`config.mk`:
```
export PLATFORM = sky130hd
export DESIGN_NAME = demux_16bits_1x8
export DESIGN_NICKNAME = d
export VERILOG_FILES = /design/src/rtl/PKG_pwm.sv /design/src/rtl/pwm_cmp_slot.sv /design/src/rtl/demux_16bits_1x8.sv
export SDC_FILE = /design/constraint.sdc
export NUM_CORES = 1
export LEC_CHECK = 0
export ABC_CLOCK_PERIOD_IN_PS = 2200
export CAP_MARGIN = 20
export CELL_PAD_IN_SITES_DETAIL_PLACEMENT = 0
export CELL_PAD_IN_SITES_GLOBAL_PLACEMENT = 1
export CORE_MARGIN = 4
export CORE_UTILIZATION = 44
export CTS_CLUSTER_DIAMETER = 60
export CTS_CLUSTER_SIZE = 30
export DETAILED_ROUTE_END_ITERATION = 16
export DONT_BUFFER_PORTS = 1
export GPL_ROUTABILITY_DRIVEN = 1
export PLACE_DENSITY = 0.69
export SETUP_SLACK_MARGIN = 0.3
export SLEW_MARGIN = 20
export SYNTH_ARGS = -nofsm -noshare
export SYNTH_HDL_FRONTEND = slang
export SYNTH_HIERARCHICAL = 1
export SYNTH_SLANG_ARGS = --single-unit
```
`constraint.sdc`:
```
create_clock -name clk -period 2.2 [get_ports clk]
set_clock_uncertainty 0.1 [all_clocks]
set_input_delay 0.66 -clock clk [delete_from_list [all_inputs] [get_ports clk]]
set_output_delay 0.66 -clock clk [all_outputs]
set_load 0.02 [all_outputs]
```
`src/rtl/PKG_pwm.sv`:
```
// ---------------------------------------------------------------------------
// PKG_pwm -- shared definitions for the 1x8 PWM compare-value demux.
//
// Contents:
//   `PWMCOUNT_WIDTH  width of a PWM compare value (default 16)
//   PWMCOUNT_WIDTH   the same width as a package constant
//   NUM_CH           number of compare channels (8)
//   SEL_W            width of the channel select
//   state_e          commit FSM states (IDLE, ARMED)
//   sel_onehot()     channel select to one-hot write-enable decode
// ---------------------------------------------------------------------------
`ifndef PWMCOUNT_WIDTH
`define PWMCOUNT_WIDTH 16
`endif

package PKG_pwm;

    localparam int PWMCOUNT_WIDTH = `PWMCOUNT_WIDTH;
    localparam int NUM_CH         = 8;
    localparam int SEL_W          = $clog2(NUM_CH);

    // IDLE accepts writes and commits; ARMED waits for carrier-zero strobes
    // to transfer every pending shadow value into its active register.
    typedef enum logic {
        IDLE  = 1'b0,
        ARMED = 1'b1
    } state_e;

    function automatic logic [NUM_CH-1:0] sel_onehot(input logic [SEL_W-1:0] sel);
        logic [NUM_CH-1:0] v;
        v      = '0;
        v[sel] = 1'b1;
        return v;
    endfunction

endpackage

```
`src/rtl/pwm_cmp_slot.sv`:
```
// ---------------------------------------------------------------------------
// pwm_cmp_slot -- storage for one PWM compare channel.
//
// With PWMDEMUX_SHADOW_EN defined the slot holds a shadow value, a pending
// flag and the active compare value; a write lands in the shadow and sets
// pending, an apply strobe moves a pending shadow value into the active
// register. Without the macro the slot is only the active register, written
// directly.
//
// Ports:
//   clk, rst_n  clock and asynchronous active-low reset
//   wr_en       write this channel
//   wr_data     value to write
//   apply       carrier-zero strobe, already qualified by the ARMED state
//   active      registered active compare value
//   pend        shadow holds a value not yet applied
// ---------------------------------------------------------------------------
module pwm_cmp_slot
    import PKG_pwm::*;
#(
    parameter logic [PWMCOUNT_WIDTH-1:0] RST_VAL = '0
) (
    input  logic                      clk,
    input  logic                      rst_n,
    input  logic                      wr_en,
    input  logic [PWMCOUNT_WIDTH-1:0] wr_data,
    input  logic                      apply,
    output logic [PWMCOUNT_WIDTH-1:0] active,
    output logic                      pend
);

`ifdef PWMDEMUX_SHADOW_EN

    logic [PWMCOUNT_WIDTH-1:0] shadow_q, shadow_d;
    logic [PWMCOUNT_WIDTH-1:0] active_q, active_d;
    logic                      pend_q,   pend_d;

    always_comb begin
        // NOTE: every output of this block is given its held value first so
        // that no path leaves one unassigned, which would infer a latch.
        shadow_d = shadow_q;
        active_d = active_q;
        pend_d   = pend_q;
        // A write and an apply never coincide: writes are only accepted in
        // IDLE and apply only fires in ARMED. The write still takes priority
        // so a newly written value can never be lost.
        if (wr_en) begin
            shadow_d = wr_data;
            pend_d   = 1'b1;
        end else if (apply && pend_q) begin
            active_d = shadow_q;
            pend_d   = 1'b0;
        end
    end

    // NOTE: state registers use non-blocking assignments so every flop
    // samples its _d value from before the edge, independent of block order.
    always_ff @(posedge clk or negedge rst_n) begin
        if (!rst_n) begin
            // NOTE: the shadow is reset along with the active value; a reset
            // must discard pending values so none can surface afterwards.
            shadow_q <= RST_VAL;
            active_q <= RST_VAL;
            pend_q   <= 1'b0;
        end else begin
            shadow_q <= shadow_d;
            active_q <= active_d;
            pend_q   <= pend_d;
        end
    end

    assign active = active_q;
    assign pend   = pend_q;

`else

    logic [PWMCOUNT_WIDTH-1:0] active_q, active_d;
    logic                      unused_apply;

    // Carrier-zero strobes have no meaning without a shadow stage.
    assign unused_apply = apply;

    always_comb begin
        active_d = active_q;
        if (wr_en) begin
            active_d = wr_data;
        end
    end

    always_ff @(posedge clk or negedge rst_n) begin
        if (!rst_n) begin
            active_q <= RST_VAL;
        end else begin
            active_q <= active_d;
        end
    end

    assign active = active_q;
    assign pend   = 1'b0;

`endif

endmodule

```
`src/rtl/demux_16bits_1x8.sv`:
```
// ---------------------------------------------------------------------------
// demux_16bits_1x8 -- 1-to-8 demux of PWM compare values with optional
// shadow/commit double buffering.
//
// Configuration macro: PWMDEMUX_SHADOW_EN
//   defined   : writes go to per-channel shadow registers; commit arms the
//               block; each channel's upd strobe (carrier zero) then moves
//               its pending value to out_n. done pulses once all pending
//               channels have been applied (or at once if nothing pending).
//   undefined : writes update out_n directly, pend is 0, in_ready is 1,
//               commit pulses done the next cycle, upd is ignored.
//
// Parameter:
//   RST_VAL        reset value of every shadow and active register
//
// Ports:
//   clk            sole clock, rising edge
//   rst_n          asynchronous active-low reset
//   in_valid/ready write handshake; transfer when both are 1 at an edge
//   in_sel         target channel 0..7
//   in_data        value for the target channel
//   commit         single-cycle request to apply pending values
//   upd            per-channel carrier-zero strobes
//   out_0..out_7   registered active compare values
//   pend           per-channel "shadow not yet applied" flags
//   done           one-cycle pulse when a commit completes
// ---------------------------------------------------------------------------
module demux_16bits_1x8
    import PKG_pwm::*;
#(
    parameter logic [`PWMCOUNT_WIDTH-1:0] RST_VAL = '0
) (
    input  logic                       clk,
    input  logic                       rst_n,
    input  logic                       in_valid,
    output logic                       in_ready,
    input  logic [2:0]                 in_sel,
    input  logic [`PWMCOUNT_WIDTH-1:0] in_data,
    input  logic                       commit,
    input  logic [7:0]                 upd,
    output logic [`PWMCOUNT_WIDTH-1:0] out_0,
    output logic [`PWMCOUNT_WIDTH-1:0] out_1,
    output logic [`PWMCOUNT_WIDTH-1:0] out_2,
    output logic [`PWMCOUNT_WIDTH-1:0] out_3,
    output logic [`PWMCOUNT_WIDTH-1:0] out_4,
    output logic [`PWMCOUNT_WIDTH-1:0] out_5,
    output logic [`PWMCOUNT_WIDTH-1:0] out_6,
    output logic [`PWMCOUNT_WIDTH-1:0] out_7,
    output logic [7:0]                 pend,
    output logic                       done
);

    logic                      wr_fire;
    logic [NUM_CH-1:0]         wr_en;
    logic [NUM_CH-1:0]         apply;
    logic [NUM_CH-1:0]         pend_vec;
    logic [PWMCOUNT_WIDTH-1:0] active [NUM_CH];
    logic                      done_q, done_d;

    assign wr_fire = in_valid && in_ready;
    assign wr_en   = wr_fire ? sel_onehot(in_sel) : '0;

`ifdef PWMDEMUX_SHADOW_EN

    state_e state_q, state_d;

    // Writes are held off while a commit is in flight so the shadow values
    // being applied cannot change under the carrier-zero strobes.
    assign in_ready = (state_q == IDLE);

    always_comb begin
        state_d = state_q;
        done_d  = 1'b0;
        apply   = '0;
        case (state_q)
            IDLE: begin
                // A write accepted on the commit edge belongs to this commit,
                // so the pending test includes it.
                if (commit) begin
                    if ((pend_vec | wr_en) != '0) begin
                        state_d = ARMED;
                    end else begin
                        done_d = 1'b1;
                    end
                end
            end
            ARMED: begin
                // Slots ignore apply unless pending; commit is ignored here.
                apply = upd;
                if ((pend_vec & ~upd) == '0) begin
                    state_d = IDLE;
                    done_d  = 1'b1;
                end
            end
            default: begin
                state_d = IDLE;
            end
        endcase
    end

    always_ff @(posedge clk or negedge rst_n) begin
        if (!rst_n) begin
            state_q <= IDLE;
        end else begin
            state_q <= state_d;
        end
    end

`else

    logic unused_upd;

    assign unused_upd = ^upd;
    assign in_ready   = 1'b1;
    assign apply      = '0;

    always_comb begin
        done_d = commit;
    end

`endif

    always_ff @(posedge clk or negedge rst_n) begin
        if (!rst_n) begin
            done_q <= 1'b0;
        end else begin
            done_q <= done_d;
        end
    end

    for (genvar n = 0; n < NUM_CH; n++) begin : g_slot
        pwm_cmp_slot #(
            .RST_VAL (RST_VAL)
        ) u_slot (
            .clk     (clk),
            .rst_n   (rst_n),
            .wr_en   (wr_en[n]),
            .wr_data (in_data),
            .apply   (apply[n]),
            .active  (active[n]),
            .pend    (pend_vec[n])
        );
    end

    assign out_0 = active[0];
    assign out_1 = active[1];
    assign out_2 = active[2];
    assign out_3 = active[3];
    assign out_4 = active[4];
    assign out_5 = active[5];
    assign out_6 = active[6];
    assign out_7 = active[7];
    assign pend  = pend_vec;
    assign done  = done_q;

endmodule

```
==> results.sh, run 1 <==
export IMPL_cts_buffers=17
export IMPL_setup_violations=0
export IMPL_final_min_clock_period_ns=1.69
export IMPL_grt_pass1_vias=2786
export IMPL_die_area_um2=14200
export IMPL_max_cap_violations=0
export IMPL_dieHeight_um=119
export IMPL_clk_latency_ns=0.41
export IMPL_holdCritPathClass="in -> async"
export IMPL_grt_setup_unrepaired="false"
export IMPL_failed_checks="negative hold slack"
export IMPL_core_um2=12000
export IMPL_first_pass_iters=4
export IMPL_antenna_found_initial=0
export IMPL_globalRouteOverflowTotal=0
export IMPL_path_clk_slew_ns=0.06
export IMPL_antenna_left=0
export IMPL_timing_final_hold_violations=129
export IMPL_route_detailed_drc=0
export IMPL_viasPerCell=5.42
export IMPL_syn_to_final_growth_pct=12.5
export IMPL_start_kind="flop"
export IMPL_whs_ns=-0.155
export IMPL_worstSetupEndpointType="output pin"
export IMPL_syn_area_per_cell_um2=18.1
export IMPL_slew_viol_final=0
export IMPL_fp_row_count=40
export IMPL_syn_nets=330
export IMPL_ys_warnings_count=6
export IMPL_layout_drive_gt1_share_pct=56.6
export IMPL_n_antenna_cell=0
export IMPL_clock_root_buffer="clkbuf_16"
export IMPL_netlist_area_um2=5420
export IMPL_vias=2522
export IMPL_wirelength_um=11400
export IMPL_port_buffers=0
export IMPL_path_class="reg -> out"
export IMPL_powerDensity_nw_per_um2=1280
export IMPL_gr_usage_all_layers_pct=16.9
export IMPL_status="complete, but fails checks"
export IMPL_fmax_ghz=0.593
export IMPL_grt_pass1_wl_um=17700
export IMPL_clock_path_buffers=2
export IMPL_initial_core_util_pct=45.1
export IMPL_irDropWorstVdd_mv=0.438
export IMPL_cellLeakagePower_nw=2.75
export IMPL_drtIter0Drc=172
export IMPL_nNetsFinal=336
export IMPL_tritoncts="yes"
export IMPL_htree_num_levels=4
export IMPL_fp_dieW_um=119
export IMPL_critPathArrivalTime_ns=0.93
export IMPL_wl_per_cell_um=24.4
export IMPL_grt_start_max_net_pins=130
export IMPL_crit_path_max_fanout=2
export IMPL_cts_sinks=129
export IMPL_syn_inst=299
export IMPL_required_ns=1.44
export IMPL_ios=169
export IMPL_post_route_period_util_pct=76.7
export IMPL_setup_tns_ns=0
export IMPL_gp_congestion=0.694
export IMPL_post_dp_hpwl_um=7460
what timing repair did:
| action | 4_1_cts | 5_1_grt |
|---|---|---|
| buffers inserted | 0 | 0 |
| setup endpoints to repair | 0 | 0 |
| gates resized for setup | 0 | 0 |
| endpoints found under the hold margin | 129 | 129 |
layout by cell type, fill, tap and decap left out:
master        n
and4b_2       3
buf_12        5
inv_6         1
bufinv_16     5
dfrtp_1     129
and4bb_2      3
buf_4         7
nor4b_4       1
and4_2        1
conb_1        9
clkinvlp_4    2
clkbuf_16    17
mux2_4       80
clkinv_4      2
clkbuf_8      1
clkinv_2      4
mux2_2       48
final timing paths:
path	from	to	slack [ns]	cells after the start
worst max-delay path	g_slot[1].u_slot/active[10]$_DFFE_PN0P_	out_1[10]	0.51	0
worst min-delay path	rst_n	g_slot[0].u_slot/active[10]$_DFFE_PN0P_	-0.15	0
worst max register to register	g_slot[1].u_slot/active[10]$_DFFE_PN0P_	g_slot[1].u_slot/active[10]$_DFFE_PN0P_	1.19	1
worst min register to register	g_slot[6].u_slot/active[10]$_DFFE_PN0P_	g_slot[6].u_slot/active[10]$_DFFE_PN0P_	0.56	1
max in group asynchronous	rst_n	g_slot[3].u_slot/active[11]$_DFFE_PN0P_	1.87	0
min in group clk	commit	done$_DFF_PN0_	0.18	0
area by class of cell:
type | instances | area (um2)
tap | 147 | 184
clock inverter | 14 | 211
fill | 994 | 5920
multi-input combinational | 145 | 1880
timing repair buffer | 12 | 153
sequential | 129 | 3230
clock buffer | 18 | 439
sequential cells by signal (all words and copies together) (netlist names):
signal,count
g_slot.u_slot/active,128
done,1
where the power goes:
part / total [mW] / switching (mW) / internal [mW]
clock network: 3.07 / 1.03 / 2.04
logic: 0.751 / 0.172 / 0.579
registers: 3.98 / 1.09 / 2.89
total: 7.80 / 2.29 / 5.51
metrics by stage:
step | std cells | power (mW) | worst slack (ns) | area, um2 | util (%)
floorplan | 299 | 4.57 | 0.449 | 5420 | -
global placement | 433 | 4.75 | 0.339 | 5450 | 45.3
detailed placement | 433 | 4.77 | 0.329 | 5450 | 45.3
CTS | 465 | 7.88 | 0.486 | 6100 | 50.7
global route | 465 | 8.11 | 0.474 | 6100 | 50.7
finish | 465 | 7.80 | 0.514 | 6100 | 50.7
layer usage:
layer	vias to the layer above	global-route usage [%]	share of wire [%]
li1	1040	-	-
met1	1354	20.9	43
met2	114	24.2	45
met3	14	10.2	11
met4	0	6.08	1.3
met5	-	0	0
Note: power is estimated with default switching activity, not from simulation.
==> run 2: changes to the inputs <==
--- a/config.mk
+++ b/config.mk
@@ -5,7 +5,7 @@
 export SDC_FILE = /design/constraint.sdc
 export NUM_CORES = 1
 export LEC_CHECK = 0
-export ABC_CLOCK_PERIOD_IN_PS = 2200
+export ABC_CLOCK_PERIOD_IN_PS = 1750
 export CAP_MARGIN = 20
 export CELL_PAD_IN_SITES_DETAIL_PLACEMENT = 0
 export CELL_PAD_IN_SITES_GLOBAL_PLACEMENT = 1
==> constraint.sdc (replaced) <==
create_clock -name clk -period 1.75 [get_ports clk]
set_clock_uncertainty 0.1 [all_clocks]
set_input_delay 0.525 -clock clk [delete_from_list [all_inputs] [get_ports clk]]
set_output_delay 0.525 -clock clk [all_outputs]
set_load 0.02 [all_outputs]
==> results.sh, run 2 (same netlist as run 1, synthesis figures left out) <==
export IMPL_status="complete, but fails checks"
export IMPL_failed_checks="negative hold slack"
export IMPL_start_kind="flop"
export IMPL_met2_usage_pct=25.2
export IMPL_timing_final_hold_violations=129
export IMPL_worstSetupEndpointType="output pin"
export IMPL_wirelength_um=11900
export IMPL_viasPerCell=5.31
export IMPL_grt_use_met3_pct=9.64
export IMPL_nNetsFinal=341
export IMPL_grt_pass1_wl_um=18100
export IMPL_crit_path_start="g_slot[3].u_slot/active[11]$_DFFE_PN0P_"
export IMPL_gp_congestion=0.703
export IMPL_wl_per_cell_um=25.4
export IMPL_grt_pass1_vias=2714
export IMPL_die_area_um2=14200
export IMPL_busiest_layer="met2"
export IMPL_clk_latency_ns=0.40
export IMPL_antenna_found_initial=0
export IMPL_syn_to_final_growth_pct=19.2
export IMPL_tritoncts="yes"
export IMPL_grt_start_max_net_pins=130
export IMPL_globalRouteMet1Util_pct=22.1
export IMPL_clock_path_buffers=2
export IMPL_vias=2491
export IMPL_ios=169
export IMPL_initial_core_util_pct=45.1
export IMPL_slew_viol_final=0
export IMPL_fp_row_count=40
export IMPL_drtIter0Drc=143
export IMPL_irDropWorstVdd_mv=0.729
export IMPL_globalRouteOverflowTotal=0
export IMPL_setup_violations=0
export IMPL_htree_num_levels=4
export IMPL_path_class="reg -> out"
export IMPL_grt_setup_unrepaired="true"
export IMPL_max_cap_violations=0
export IMPL_switchingPower_mw=2.95
export IMPL_combPwrFrac_pct=10.7
export IMPL_crit_path_max_fanout=2
export IMPL_dp_slack_ns=0.0885
export IMPL_gr_usage_all_layers_pct=17.2
export IMPL_final_min_clock_period_ns=1.50
export IMPL_cts_sinks=129
export IMPL_final_util_pct=53.8
export IMPL_clkPwrFrac_pct=37.6
export IMPL_critPathArrivalTime_ns=0.87
export IMPL_cellLeakagePower_nw=2.72
export IMPL_core_um2=12000
export IMPL_swShare_pct=29.6
export IMPL_setup_tns_ns=0
export IMPL_path_clk_slew_ns=0.06
export IMPL_p_int_mw=7.02
export IMPL_fmax_ghz=0.668
export IMPL_powerDensity_nw_per_um2=1540
export IMPL_whs_ns=-0.288
export IMPL_post_route_period_util_pct=85.5
export IMPL_cts_buffers=17
export IMPL_n_antenna_cell=0
export IMPL_required_ns=1.12
export IMPL_port_buffers=0
export IMPL_first_pass_iters=4
export IMPL_layout_commonest_cell="dfrtp_2"
export IMPL_post_dp_hpwl_um=7730
export IMPL_fp_dieW_um=119
export IMPL_largest_reg_flops=128
export IMPL_clock_root_buffer="clkbuf_16"
export IMPL_layout_drive_gt1_share_pct=97.2
export IMPL_dieHeight_um=119
export IMPL_route_detailed_drc=0
export IMPL_worst_slack_ns=0.253
export IMPL_seq_power_share_pct=51.8
export IMPL_post_cts_buffers=0
export IMPL_holdCritPathClass="in -> async"
export IMPL_antenna_left=0
export IMPL_r2r_start="g_slot[3].u_slot/active[11]$_DFFE_PN0P_"
export IMPL_final_cell_mix="dfrtp_2 (129), mux2_4 (110), mux2_2 (18)"
[run 2: changes by cell type in the layout (fill, tap and decap cells not counted), sizes merged]
cell,change
buf,+5
bufinv,-1
clkinv,-2
clkinvlp,+2
[run 2: area by class of cell]
type                            count  area (um2)
Tap cell                          147         184
Clock inverter                     13         186
Multi-Input combinational cell    145        1990
Fill cell                         935        5550
Timing Repair Buffer               17         265
Sequential cell                   129        3390
Clock buffer                       18         439
[run 2: stage by stage]
step,hold WS [ns],cells,cell area (um2),total power [mW]
after CTS,-0.311,469,6460,10.1
after global placement,0.133,438,5670,6.08
after detailed placement,0.133,438,5670,6.13
after global routing,-0.320,469,6460,10.4
final,-0.288,469,6460,9.97
after floorplan,0.129,299,5540,5.84
[run 2: final timing paths]
check	slack (ns)	cells after the start	to
worst min register to register	0.51	1	g_slot[4].u_slot/active[4]$_DFFE_PN0P_
worst min-delay path	-0.29	0	done$_DFF_PN0_
worst max register to register	0.78	1	g_slot[3].u_slot/active[11]$_DFFE_PN0P_
worst max-delay path	0.25	0	out_3[11]
min in group clk	0.04	0	done$_DFF_PN0_
max in group asynchronous	1.68	0	g_slot[0].u_slot/active[15]$_DFFE_PN0P_
[run 2: layer usage]
layer	wire length, um	vias up
met5	0	-
met4	111	0
met1	5050	1324
met2	5410	112
li1	-	1047
met3	1340	8
[run 2: power groups by stage]
stage          Sequential [mW]  Clock (mW)  Combinational, mW
2_1_floorplan             4.84           0              0.994
3_3_place_gp              5.06           0               1.02
3_5_place_dp              5.07           0               1.06
4_1_cts                   5.18        3.82               1.07
5_1_grt                   5.25        3.99               1.13
6_report                  5.16        3.74               1.06
[run 2: what timing repair did]
| item | in CTS | in global routing |
|---|---|---|
| hold endpoints to repair | 129 | 129 |
| pin swaps | 0 | 0 |
| gates resized for setup | 128 | 1 |
| endpoints found under the setup margin | 129 | 129 |
